**config.mk**
```make
export PLATFORM = sky130hd
export DESIGN_NAME = mem_access_unit
export DESIGN_NICKNAME = d
export VERILOG_FILES = /design/src/rtl/mem_access_unit.sv
export SDC_FILE = /design/constraint.sdc
export NUM_CORES = 1
export LEC_CHECK = 0
export BUFFER_PORTS_ARGS = -buffer_cell sky130_fd_sc_hd__buf_2
export CAP_MARGIN = 20
export CORE_UTILIZATION = 35
export CTS_BUF_LIST = sky130_fd_sc_hd__clkbuf_8
export DETAILED_ROUTE_END_ITERATION = 6
export GPL_ROUTABILITY_DRIVEN = 0
export PLACE_DENSITY_LB_ADDON = 0.1
export SLEW_MARGIN = 40
export SYNTH_ARGS = -nofsm -noshare
export SYNTH_HDL_FRONTEND = slang
export SYNTH_SLANG_ARGS = --single-unit
```
**constraint.sdc**
```tcl
create_clock -name CLK -period 1.4 [get_ports CLK]
set_clock_uncertainty 0.15 [all_clocks]
set_input_delay 0.28 -clock CLK [delete_from_list [all_inputs] [get_ports CLK]]
set_output_delay 0.28 -clock CLK [all_outputs]
set_load 0.05 [all_outputs]
```
**src/rtl/mem_access_unit.sv**
```systemverilog
// Memory-stage access unit: request/ack transaction to data RAM with pipeline stall.
// Optional alignment fault detection for word accesses is enabled by MEM_ALIGN_CHECK_EN.
module mem_access_unit #(
  parameter int unsigned ADDR_W = 8
) (
  input  logic              CLK,
  input  logic              CLR,
  input  logic              size_i,
  input  logic              enable_i,
  input  logic              rw_i,
  input  logic              load_i,
  input  logic              rf_i,
  input  logic [31:0]       address_i,
  input  logic [31:0]       data_i,
  input  logic [3:0]        rd_i,
  output logic [31:0]       result_o,
  output logic              rf_o,
  output logic [3:0]        rd_o,
  output logic              stall_o,
  output logic              fault_o,
  output logic              mem_req_o,
  output logic              mem_we_o,
  output logic [ADDR_W-1:0] mem_addr_o,
  output logic [3:0]        mem_be_o,
  output logic [31:0]       mem_wdata_o,
  input  logic [31:0]       mem_rdata_i,
  input  logic              mem_ack_i
);

  typedef enum logic [1:0] {StIdle, StWait, StDone} state_t;

  state_t      state_q, state_d;
  logic        size_q;
  logic [31:0] load_q;
  logic [31:0] lane_data;
  logic        misalign;
  logic        start;

`ifdef MEM_ALIGN_CHECK_EN
  assign misalign = (state_q == StIdle) & enable_i & size_i & (address_i[1:0] != 2'b00);
`else
  assign misalign = 1'b0;
`endif

  assign start    = (state_q == StIdle) & enable_i & ~misalign;
  assign stall_o  = start | (state_q == StWait);
  assign rf_o     = rf_i & ~stall_o & ~misalign;
  assign rd_o     = rd_i;
  assign result_o = misalign ? 32'h0 : (load_i ? load_q : address_i);

  always_comb begin
    state_d = state_q;
    unique case (state_q)
      StIdle:  if (start) state_d = StWait;
      StWait:  if (mem_ack_i) state_d = StDone;
      StDone:  state_d = StIdle;
      default: state_d = StIdle;
    endcase
  end

  // Byte lane is taken from the latched address; word accesses use the full word.
  always_comb begin
    lane_data = 32'h0;
    unique case (mem_addr_o[1:0])
      2'd0: lane_data = {24'h0, mem_rdata_i[7:0]};
      2'd1: lane_data = {24'h0, mem_rdata_i[15:8]};
      2'd2: lane_data = {24'h0, mem_rdata_i[23:16]};
      2'd3: lane_data = {24'h0, mem_rdata_i[31:24]};
      default: lane_data = 32'h0;
    endcase
  end

  always_ff @(posedge CLK) begin
    if (CLR) begin
      state_q     <= StIdle;
      size_q      <= 1'b0;
      load_q      <= 32'h0;
      mem_req_o   <= 1'b0;
      mem_we_o    <= 1'b0;
      mem_addr_o  <= '0;
      mem_be_o    <= 4'h0;
      mem_wdata_o <= 32'h0;
    end else begin
      state_q <= state_d;
      if (start) begin
        mem_req_o <= 1'b1;
        mem_we_o  <= rw_i;
        size_q    <= size_i;
        if (size_i) begin
          mem_addr_o  <= {address_i[ADDR_W-1:2], 2'b00};
          mem_be_o    <= 4'b1111;
          mem_wdata_o <= data_i;
        end else begin
          mem_addr_o  <= address_i[ADDR_W-1:0];
          mem_be_o    <= 4'b0001 << address_i[1:0];
          mem_wdata_o <= {4{data_i[7:0]}};
        end
      end
      if ((state_q == StWait) && mem_ack_i) begin
        mem_req_o <= 1'b0;
        load_q    <= size_q ? mem_rdata_i : lane_data;
      end
    end
  end

`ifdef MEM_ALIGN_CHECK_EN
  logic fault_q;
  always_ff @(posedge CLK) begin
    if (CLR) fault_q <= 1'b0;
    else     fault_q <= misalign;
  end
  assign fault_o = fault_q;
`else
  assign fault_o = 1'b0;
`endif

endmodule

```
-- After elaboration in Yosys (flattened, before gate mapping)
Cells that the tools add are included.
- bits in registers: 81
- output and inout port bits: 85
- bits of input ports: 108
- eq/ne operators: 6
- reduce and logical (&&, ||, !) cells: 5
- multiplexer cells: 9
- shift operators: 1
- bitwise logic cells: 4
- operator list (kind ; count):
    case mux 32 bit (4 select lines) ; 1
    2-to-1 mux 32 bit ; 3
    2-to-1 mux 2 bit ; 3
    equality test 2 x 1 -> 1 bit (second input constant) ; 2
    equality test 2 bit (second input constant) ; 2
    zero test 2 bit ; 2
    2-to-1 mux 4 bit ; 1
    inequality test 2 bit (second input constant) ; 2
    case mux 2 bit (2 select lines) ; 1
    left shift 1 x 2 -> 4 bit (first input constant) ; 1
    bitwise AND 1 bit ; 2
    AND reduction 2 bit ; 1
    OR reduction 2 bit ; 1
    logical AND 1 bit ; 1
    inverter 1 bit ; 1
    OR 1 bit ; 1

-- Logic depth before layout (Yosys ltp)
Gate-level depths: netlist (run 1).
- depth after elaboration: 5
- mapped depth: 6

-- Worst setup path before layout (run 1)
No wires, ideal clock.
- kind: input-to-output
- from: in load_i
- to: out result_o[0]
- setup slack: -0.807 ns
- required time: 0.970 ns
- buffers on the path: 2
- cell stages on the path: 3
- data arrival time: 1.777 ns
- cell sequence: clkbuf_1 > clkbuf_1 > o21ai_0
- cells in the longest elaborated chain, start to end: 1
- ends and longest elaborated chain (what ; line ; RTL):
    start, declared ; 11 ; input logic load_i,
    2-to-1 mux 32 bit ; 49 ; assign result_o = misalign ? 32'h0 : (load_i ? load_q : address_i);
    end, declared ; 16 ; output logic [31:0] result_o,
No other way between the ends.

-- Final worst setup path (run 1)
- from: reg state_q[0]
- to: out rf_o
- cells in the longest elaborated chain, start to end: 5
- elaborated cells between the ends (all ways): 6
- classes of those cells: eq/ne (1); bitwise (4); reduce/logical (1)
- ends and longest elaborated chain (what ; line ; RTL):
    start, declared ; 32 ; state_t state_q, state_d;
    start signal, assigned ; 75 ; state_q <= StIdle;
    start signal, assigned ; 84 ; state_q <= state_d;
    zero test 2 bit ; 45 ; assign start = (state_q == StIdle) & enable_i & ~misalign;
    bitwise AND 1 bit ; 45 ;
    OR 1 bit (*) ; 46 ; assign stall_o = start | (state_q == StWait);
    inverter 1 bit (*) ; 47 ; assign rf_o = rf_i & ~stall_o & ~misalign;
    bitwise AND 1 bit (*) ; 47 ;
    end, declared ; 17 ; output logic rf_o,
Every way passes the cells marked *; elsewhere a longest branch is shown, timed or not.

==> results.sh, run 1 <==
export IMPL_wl_met2_mm=6.71
export IMPL_area_growth_pct=96.4
export IMPL_first_pass_iters=4
export IMPL_hpwl_mm=7.88
export IMPL_io_buffers=183
export IMPL_synth_top_area_share_pct=46.2
export IMPL_yosysSeqAreaShare_pct=46.2
export IMPL_core_um2=9730
export IMPL_drv_slew=0
export IMPL_synth_area_leaders="dfxtp_1 (46%), mux2_2 (12%), a211oi_1 (6.0%)"
export IMPL_yosysUniqueCellTypes=30
export IMPL_crit_type="register to output port"
export IMPL_wl_per_cell_um=18.1
export IMPL_path_cells="buf_6, nor2_4, nor2_4, nor2b_4, buf_8"
export IMPL_ys_ff_latch=81
export IMPL_fin_nets=726
export IMPL_setup_violations=115
export IMPL_peakVddDrop_uv=504
export IMPL_required_ns=0.97
export IMPL_ys_flop_type="dfxtp_1"
export IMPL_hold_path_class="input port to register"
export IMPL_fill_cells=723
export IMPL_grt_use_total_pct=25.5
export IMPL_path_max_fanout=3
export IMPL_fin_area_um2=6890
export IMPL_n_antenna_cell=0
export IMPL_dpl_cell_area_um2=4930
export IMPL_synth_area_um2=3510
export IMPL_drcViolationCount=0
export IMPL_grt_overflow_total=0
export IMPL_critPathLaunchType="register"
export IMPL_finalCritPeriodShare_pct=117
export IMPL_cts_reportedPaths_clkPinSlew_ns=0.08
export IMPL_vias=3841
export IMPL_synth_edf_count=0
export IMPL_fp_dieH_um=102
export IMPL_start_util_pct=36.1
export IMPL_ctsRootBufferMaster="clkbuf_8"
export IMPL_timing_fmax_ghz=0.613
export IMPL_rows=36
export IMPL_hold_violations=0
export IMPL_cp_top_family="flip-flops"
export IMPL_end_kind="output port"
export IMPL_clock_path_buffers=2
export IMPL_r2r_cells=6
export IMPL_tritoncts="done"
export IMPL_dieWidth_um=102
export IMPL_avgViaCountPerCell=5.09
export IMPL_postSynthCellCount=375
export IMPL_p_leak_nw=3.07
export IMPL_first_global_vias=3898
export IMPL_maxCapViolations=0
export IMPL_yosysWarnings=0
export IMPL_cts_buffers=9
export IMPL_wirelength_mm=13.6
export IMPL_holdPathStages=2
export IMPL_ioPinCount=193
export IMPL_avgSynthCellArea_um2=9.36
export IMPL_grt_pass1_wl_mm=19.9
export IMPL_timing_final_ws_setup_ns=-0.231
export IMPL_violations="negative setup slack"
export IMPL_grt_max_degree=42
export IMPL_period_minus_slack_ns=1.63
export IMPL_cp_common_cell="nor2_4"
export IMPL_drt_met1_wl_mm=5.87
export IMPL_fp_dieArea_um2=10400
export IMPL_reg2reg_to="mem_addr_o[1]"
export IMPL_yosysTopAreaCell="dfxtp_1"
export IMPL_power_total_mw=6.64
export IMPL_reg2reg_slack_ns=-0.22
export IMPL_top_layer_used="met4"
export IMPL_critPathBufInv=2
export IMPL_critPathMaxStageDelay_ns=0.33
export IMPL_insertion_delay_ns=0.36
export IMPL_h_tree_depth=3
export IMPL_syn_nets=483
export IMPL_rsz0062_at_grt="yes"
export IMPL_tightestPinTransition_ns=0.821
export IMPL_drt_iter0_markers=120
export IMPL_drive_gt1_share_pct=72.0
export IMPL_fin_tns_setup_ns=-14.18
export IMPL_antenna_found_initial=0
export IMPL_critPathSlowestCell="dfxtp_2"
export IMPL_r2r_start="state_q[0]"
export IMPL_dr_wl_met3_um=846
export IMPL_antenna_left=0
export IMPL_cp_arrival_ns=1.20
export IMPL_async_flop_share_pct=0
export IMPL_worstHoldStart="mem_rdata_i[31]"
export IMPL_whs_endpoint="load_q[31]"
export IMPL_cts_num_sinks=81
export IMPL_status="finished with violations"
export IMPL_slew_headroom_pct=45.1
export IMPL_p_per_area_nw_per_um2=963
==> final cells by class <==
type,count,area [um2],share of cell area (%)
inverters,5,18.8,0.272
well taps,133,166,2.41
clock inverters,6,77.6,1.13
clock buffers,9,124,1.80
multi-input cells,254,2450,35.6
flip-flops and latches,81,1660,24.1
repair buffers,267,2390,34.7
==> metrics by stage <==
stage | hold WS [ns] | setup WS [ns] | instances | utilization, %
after floorplan | 0.256 | -0.0938 | 375 | -
after global placement | 0.292 | -0.306 | 679 | 50.7
after detailed placement | 0.298 | -0.330 | 679 | 50.7
after CTS | 0.000766 | -0.230 | 748 | 65.6
after global routing | 0.00294 | -0.286 | 755 | 70.9
final | 0.0251 | -0.231 | 755 | 70.9
==> how the worst max path moves through the flow <==
stage | startpoint | end | slack [ns] | depth (start not counted)
4_1_cts | state_q[0] | rf_o | -0.23 | 5
6_report | state_q[0] | rf_o | -0.23 | 5
3_3_place_gp | state_q[1] | load_q[31] | -0.31 | 5
2_1_floorplan | state_q[0] | mem_wdata_o[22] | -0.09 | 5
5_1_grt | state_q[0] | rf_o | -0.29 | 5
3_5_place_dp | state_q[1] | load_q[16] | -0.33 | 5
==> timing repair <==
action | CTS | global route
pin swaps | 52 | 53
hold buffers | 26 | 0
endpoints found under the setup margin | 141 | 136
gates cloned | 12 | 1
gates resized for setup | 198 | 152
endpoints found under the hold margin | 26 | 0
setup buffers | 16 | 10
==> worst register-to-register path: stages (launching register included) <==
cell	delay, ns
dfxtp_2	0.33
or3b_4	0.45
buf_12	0.18
buf_4	0.14
buf_4	0.13
nand2_2	0.06
a21oi_2	0.05
==> cells in the final DEF, fill, tap and decap left out, types with 4 or more instances in the layout <==
cell type,instances
buf_2,102
dfxtp_1,52
buf_6,51
buf_4,44
mux2_4,30
dfxtp_2,27
dlygate4sd3_1,26
a211oi_2,24
a22o_1,24
nor3_1,22
nand2_4,22
a21oi_2,17
nor2_1,16
buf_8,15
buf_12,14
nand2_2,13
nor2_2,11
o21ai_2,10
clkbuf_4,10
clkbuf_8,9
nor2b_1,8
mux2_2,8
inv_1,7
o32ai_1,6
nor3_2,5
o2bb2ai_1,5
a211oi_4,4
and2_4,4
buf_16,4
==> cell usage after synthesis, types with 2 or more instances <==
master and n:
nor3_1 27, inv_1 5, buf_1 3, mux2_2 38, clkbuf_1 14, dfxtp_1 81
nand2_1 36, a211oi_1 28, or3_1 2, a21oi_1 20, a22o_1 24, o32ai_1 8
buf_6 2, buf_4 6, nor2_1 30, nor2b_1 9, o21ai_0 10, o2bb2ai_1 8
buf_2 13
==> kinds of logic (layout without fill, tap and decap cells) <==
kind of cell	Yosys count	after routing	synth area share (%)
buf+inv	43	287	6.13
simple gates	110	113	14.2
other cells	1	1	0.107
compound gates	101	101	20.9
flops	81	81	46.2
mux	39	39	12.5
==> flip-flops by register name, indices dropped and copies added (netlist names) <==
register     count
mem_wdata_o     32
mem_req_o        1
load_q          32
state_q          2
mem_we_o         1
mem_addr_o       8
mem_be_o         4
size_q           1
==> report_power, final <==
part           total, mW  leakage (nW)  internal, mW  switching, mW
clock               1.83         0.111         0.977          0.856
combinational       2.28          2.28         0.990           1.29
sequential          2.53         0.677          2.43         0.0964
total               6.64          3.07          4.40           2.24
==> metal layers <==
layer / vias to the layer above / global-route usage (%)
met1: 1877 / 32.3
met5: - / 0
met2: 117 / 42.3
met3: 14 / 6.36
li1: 1833 / -
met4: 0 / 8.68
Power figures use the tool's default switching activity.
==> run 2, diff against run 1 <==
--- a/config.mk
+++ b/config.mk
@@ -8,4 +8,5 @@
 export BUFFER_PORTS_ARGS = -buffer_cell sky130_fd_sc_hd__buf_2
 export CAP_MARGIN = 20
+export CORE_MARGIN = 8
 export CORE_UTILIZATION = 35
 export CTS_BUF_LIST = sky130_fd_sc_hd__clkbuf_8
--- a/constraint.sdc
+++ b/constraint.sdc
@@ -3,3 +3,3 @@
 set_input_delay 0.28 -clock CLK [delete_from_list [all_inputs] [get_ports CLK]]
 set_output_delay 0.28 -clock CLK [all_outputs]
-set_load 0.05 [all_outputs]
+set_load 0.005 [all_outputs]
==> results.sh, run 2 (synthesis results as in run 1) <==
export IMPL_insertion_delay_ns=0.35
export IMPL_timing_fmax_ghz=0.638
export IMPL_drive_gt1_share_pct=66.1
export IMPL_finalCritPeriodShare_pct=112
export IMPL_hpwl_mm=9.16
export IMPL_wl_per_cell_um=18.7
export IMPL_first_global_vias=3731
export IMPL_p_leak_nw=2.72
export IMPL_tightestPinTransition_ns=0.647
export IMPL_n_antenna_cell=0
export IMPL_ctsRootBufferMaster="clkbuf_8"
export IMPL_area_growth_pct=72.5
export IMPL_core_um2=9770
export IMPL_peakVddDrop_uv=440
export IMPL_maxCapViolations=0
export IMPL_reg_top3="load_q x32, mem_wdata_o x32, mem_addr_o x8"
export IMPL_drv_slew=0
export IMPL_rows=36
export IMPL_layout_common_cells="buf_2 (152), dfxtp_1 (45), buf_6 (41)"
export IMPL_avgViaCountPerCell=5.06
export IMPL_vias=3716
export IMPL_start_util_pct=35.9
export IMPL_cts_buffers=9
export IMPL_antenna_left=0
export IMPL_h_tree_depth=3
export IMPL_dp_slack_ns=-0.321
export IMPL_crit_type="register to output port"
export IMPL_critPathLaunchType="register"
export IMPL_drt_iter0_markers=154
export IMPL_dp_cells=684
export IMPL_antenna_found_initial=0
export IMPL_finalNonFillerCells=734
export IMPL_grt_pass1_wl_mm=19.3
export IMPL_required_ns=0.97
export IMPL_p_per_area_nw_per_um2=939
export IMPL_setup_violations=112
export IMPL_cp_top_family="flip-flops"
export IMPL_violations="negative setup slack"
export IMPL_grt_max_degree=48
export IMPL_critPathSlowestCell="dfxtp_2"
export IMPL_wirelength_mm=13.7
export IMPL_hold_violations=0
export IMPL_ioPinCount=193
export IMPL_drcViolationCount=0
export IMPL_hold_path_class="input port to register"
export IMPL_end_kind="output port"
export IMPL_slew_headroom_pct=56.9
export IMPL_fin_nets=705
export IMPL_fin_area_um2=6050
export IMPL_fp_dieArea_um2=13500
export IMPL_fp_dieH_um=116
export IMPL_cp_arrival_ns=1.14
export IMPL_timing_final_ws_setup_ns=-0.166
export IMPL_cts_reportedPaths_clkPinSlew_ns=0.08
export IMPL_io_buffers=183
export IMPL_rsz0062_at_grt="yes"
export IMPL_period_minus_slack_ns=1.57
export IMPL_critPathBufInv=2
export IMPL_path_cells="buf_6, nor2_4, nor2_2, nor2b_1, buf_2"
export IMPL_final_common_cell="buf_2"
export IMPL_dpl_cell_area_um2=4850
export IMPL_cts_num_sinks=81
export IMPL_dieWidth_um=116
export IMPL_grt_use_total_pct=18.2
export IMPL_path_max_fanout=3
export IMPL_status="finished with violations"
export IMPL_grt_overflow_total=0
export IMPL_tritoncts="done"
export IMPL_clock_path_buffers=2
export IMPL_first_pass_iters=4
export IMPL_critPathMaxStageDelay_ns=0.33
[run 2: worst reg2reg max path: cells and delay by family (launching register included)]
| kind | cells | cell delay (ns) |
|---|---|---|
| DFF | 1 | 0.33 |
| AOI/OAI and AO/OA | 1 | 0.16 |
| buffers and inverters | 1 | 0.23 |
| and+or+nand+nor | 2 | 0.53 |
[run 2: routing by layer]
| layer | vias up | GRT usage [%] | part of all wire [%] |
|---|---|---|---|
| li1 | 1799 | - | - |
| met1 | 1778 | 23.5 | 44 |
| met2 | 119 | 29.1 | 48 |
| met3 | 20 | 4.34 | 6.6 |
| met4 | 0 | 6.31 | 1.5 |
| met5 | - | 0 | 0 |
[run 2: what timing repair did]
action                                  CTS  global route
cloned                                    4             4
hold buffers                             15             0
pin swaps                                19            19
endpoints found under the setup margin  112           115
buffers inserted                          3             9
resized for setup                        28           152
endpoints found under the hold margin    15             0
[run 2: worst paths after layout]
kind                 startpoint               to  cells past startpoint  slack, ns
setup reg to reg     state_q[1]  mem_wdata_o[14]                      4      -0.14
hold / removal     address_i[7]    mem_addr_o[7]                      3       0.01
setup / recovery     state_q[0]             rf_o                      5      -0.17
hold reg to reg   mem_addr_o[2]    mem_addr_o[2]                      2       0.31
[run 2: final cells by class]
class	instances	area, um2
clock inverters	2	35.0
flip-flops and latches	81	1670
fillers	879	3720
repair buffers	246	1820
clock buffers	13	179
inverters	5	18.8
well taps	133	166
multi-input cells	254	2170
[run 2: report_power, final]
group / total, mW / internal (mW) / switching, mW
logic: 1.34 / 0.722 / 0.621
registers: 2.50 / 2.43 / 0.0694
clock network: 1.84 / 1.01 / 0.830
[run 2: metrics by stage]
stage	hold WS [ns]	power, mW	utilization [%]	setup TNS [ns]
final	0.0135	5.68	61.9	-10.86
after global routing	0.00632	5.95	61.9	-17.13
after detailed placement	0.298	3.56	49.6	-22.21
after floorplan	0.256	3.05	-	-1.38
after CTS	0.000163	5.46	54.6	-10.61
after global placement	0.291	3.54	49.6	-21.65
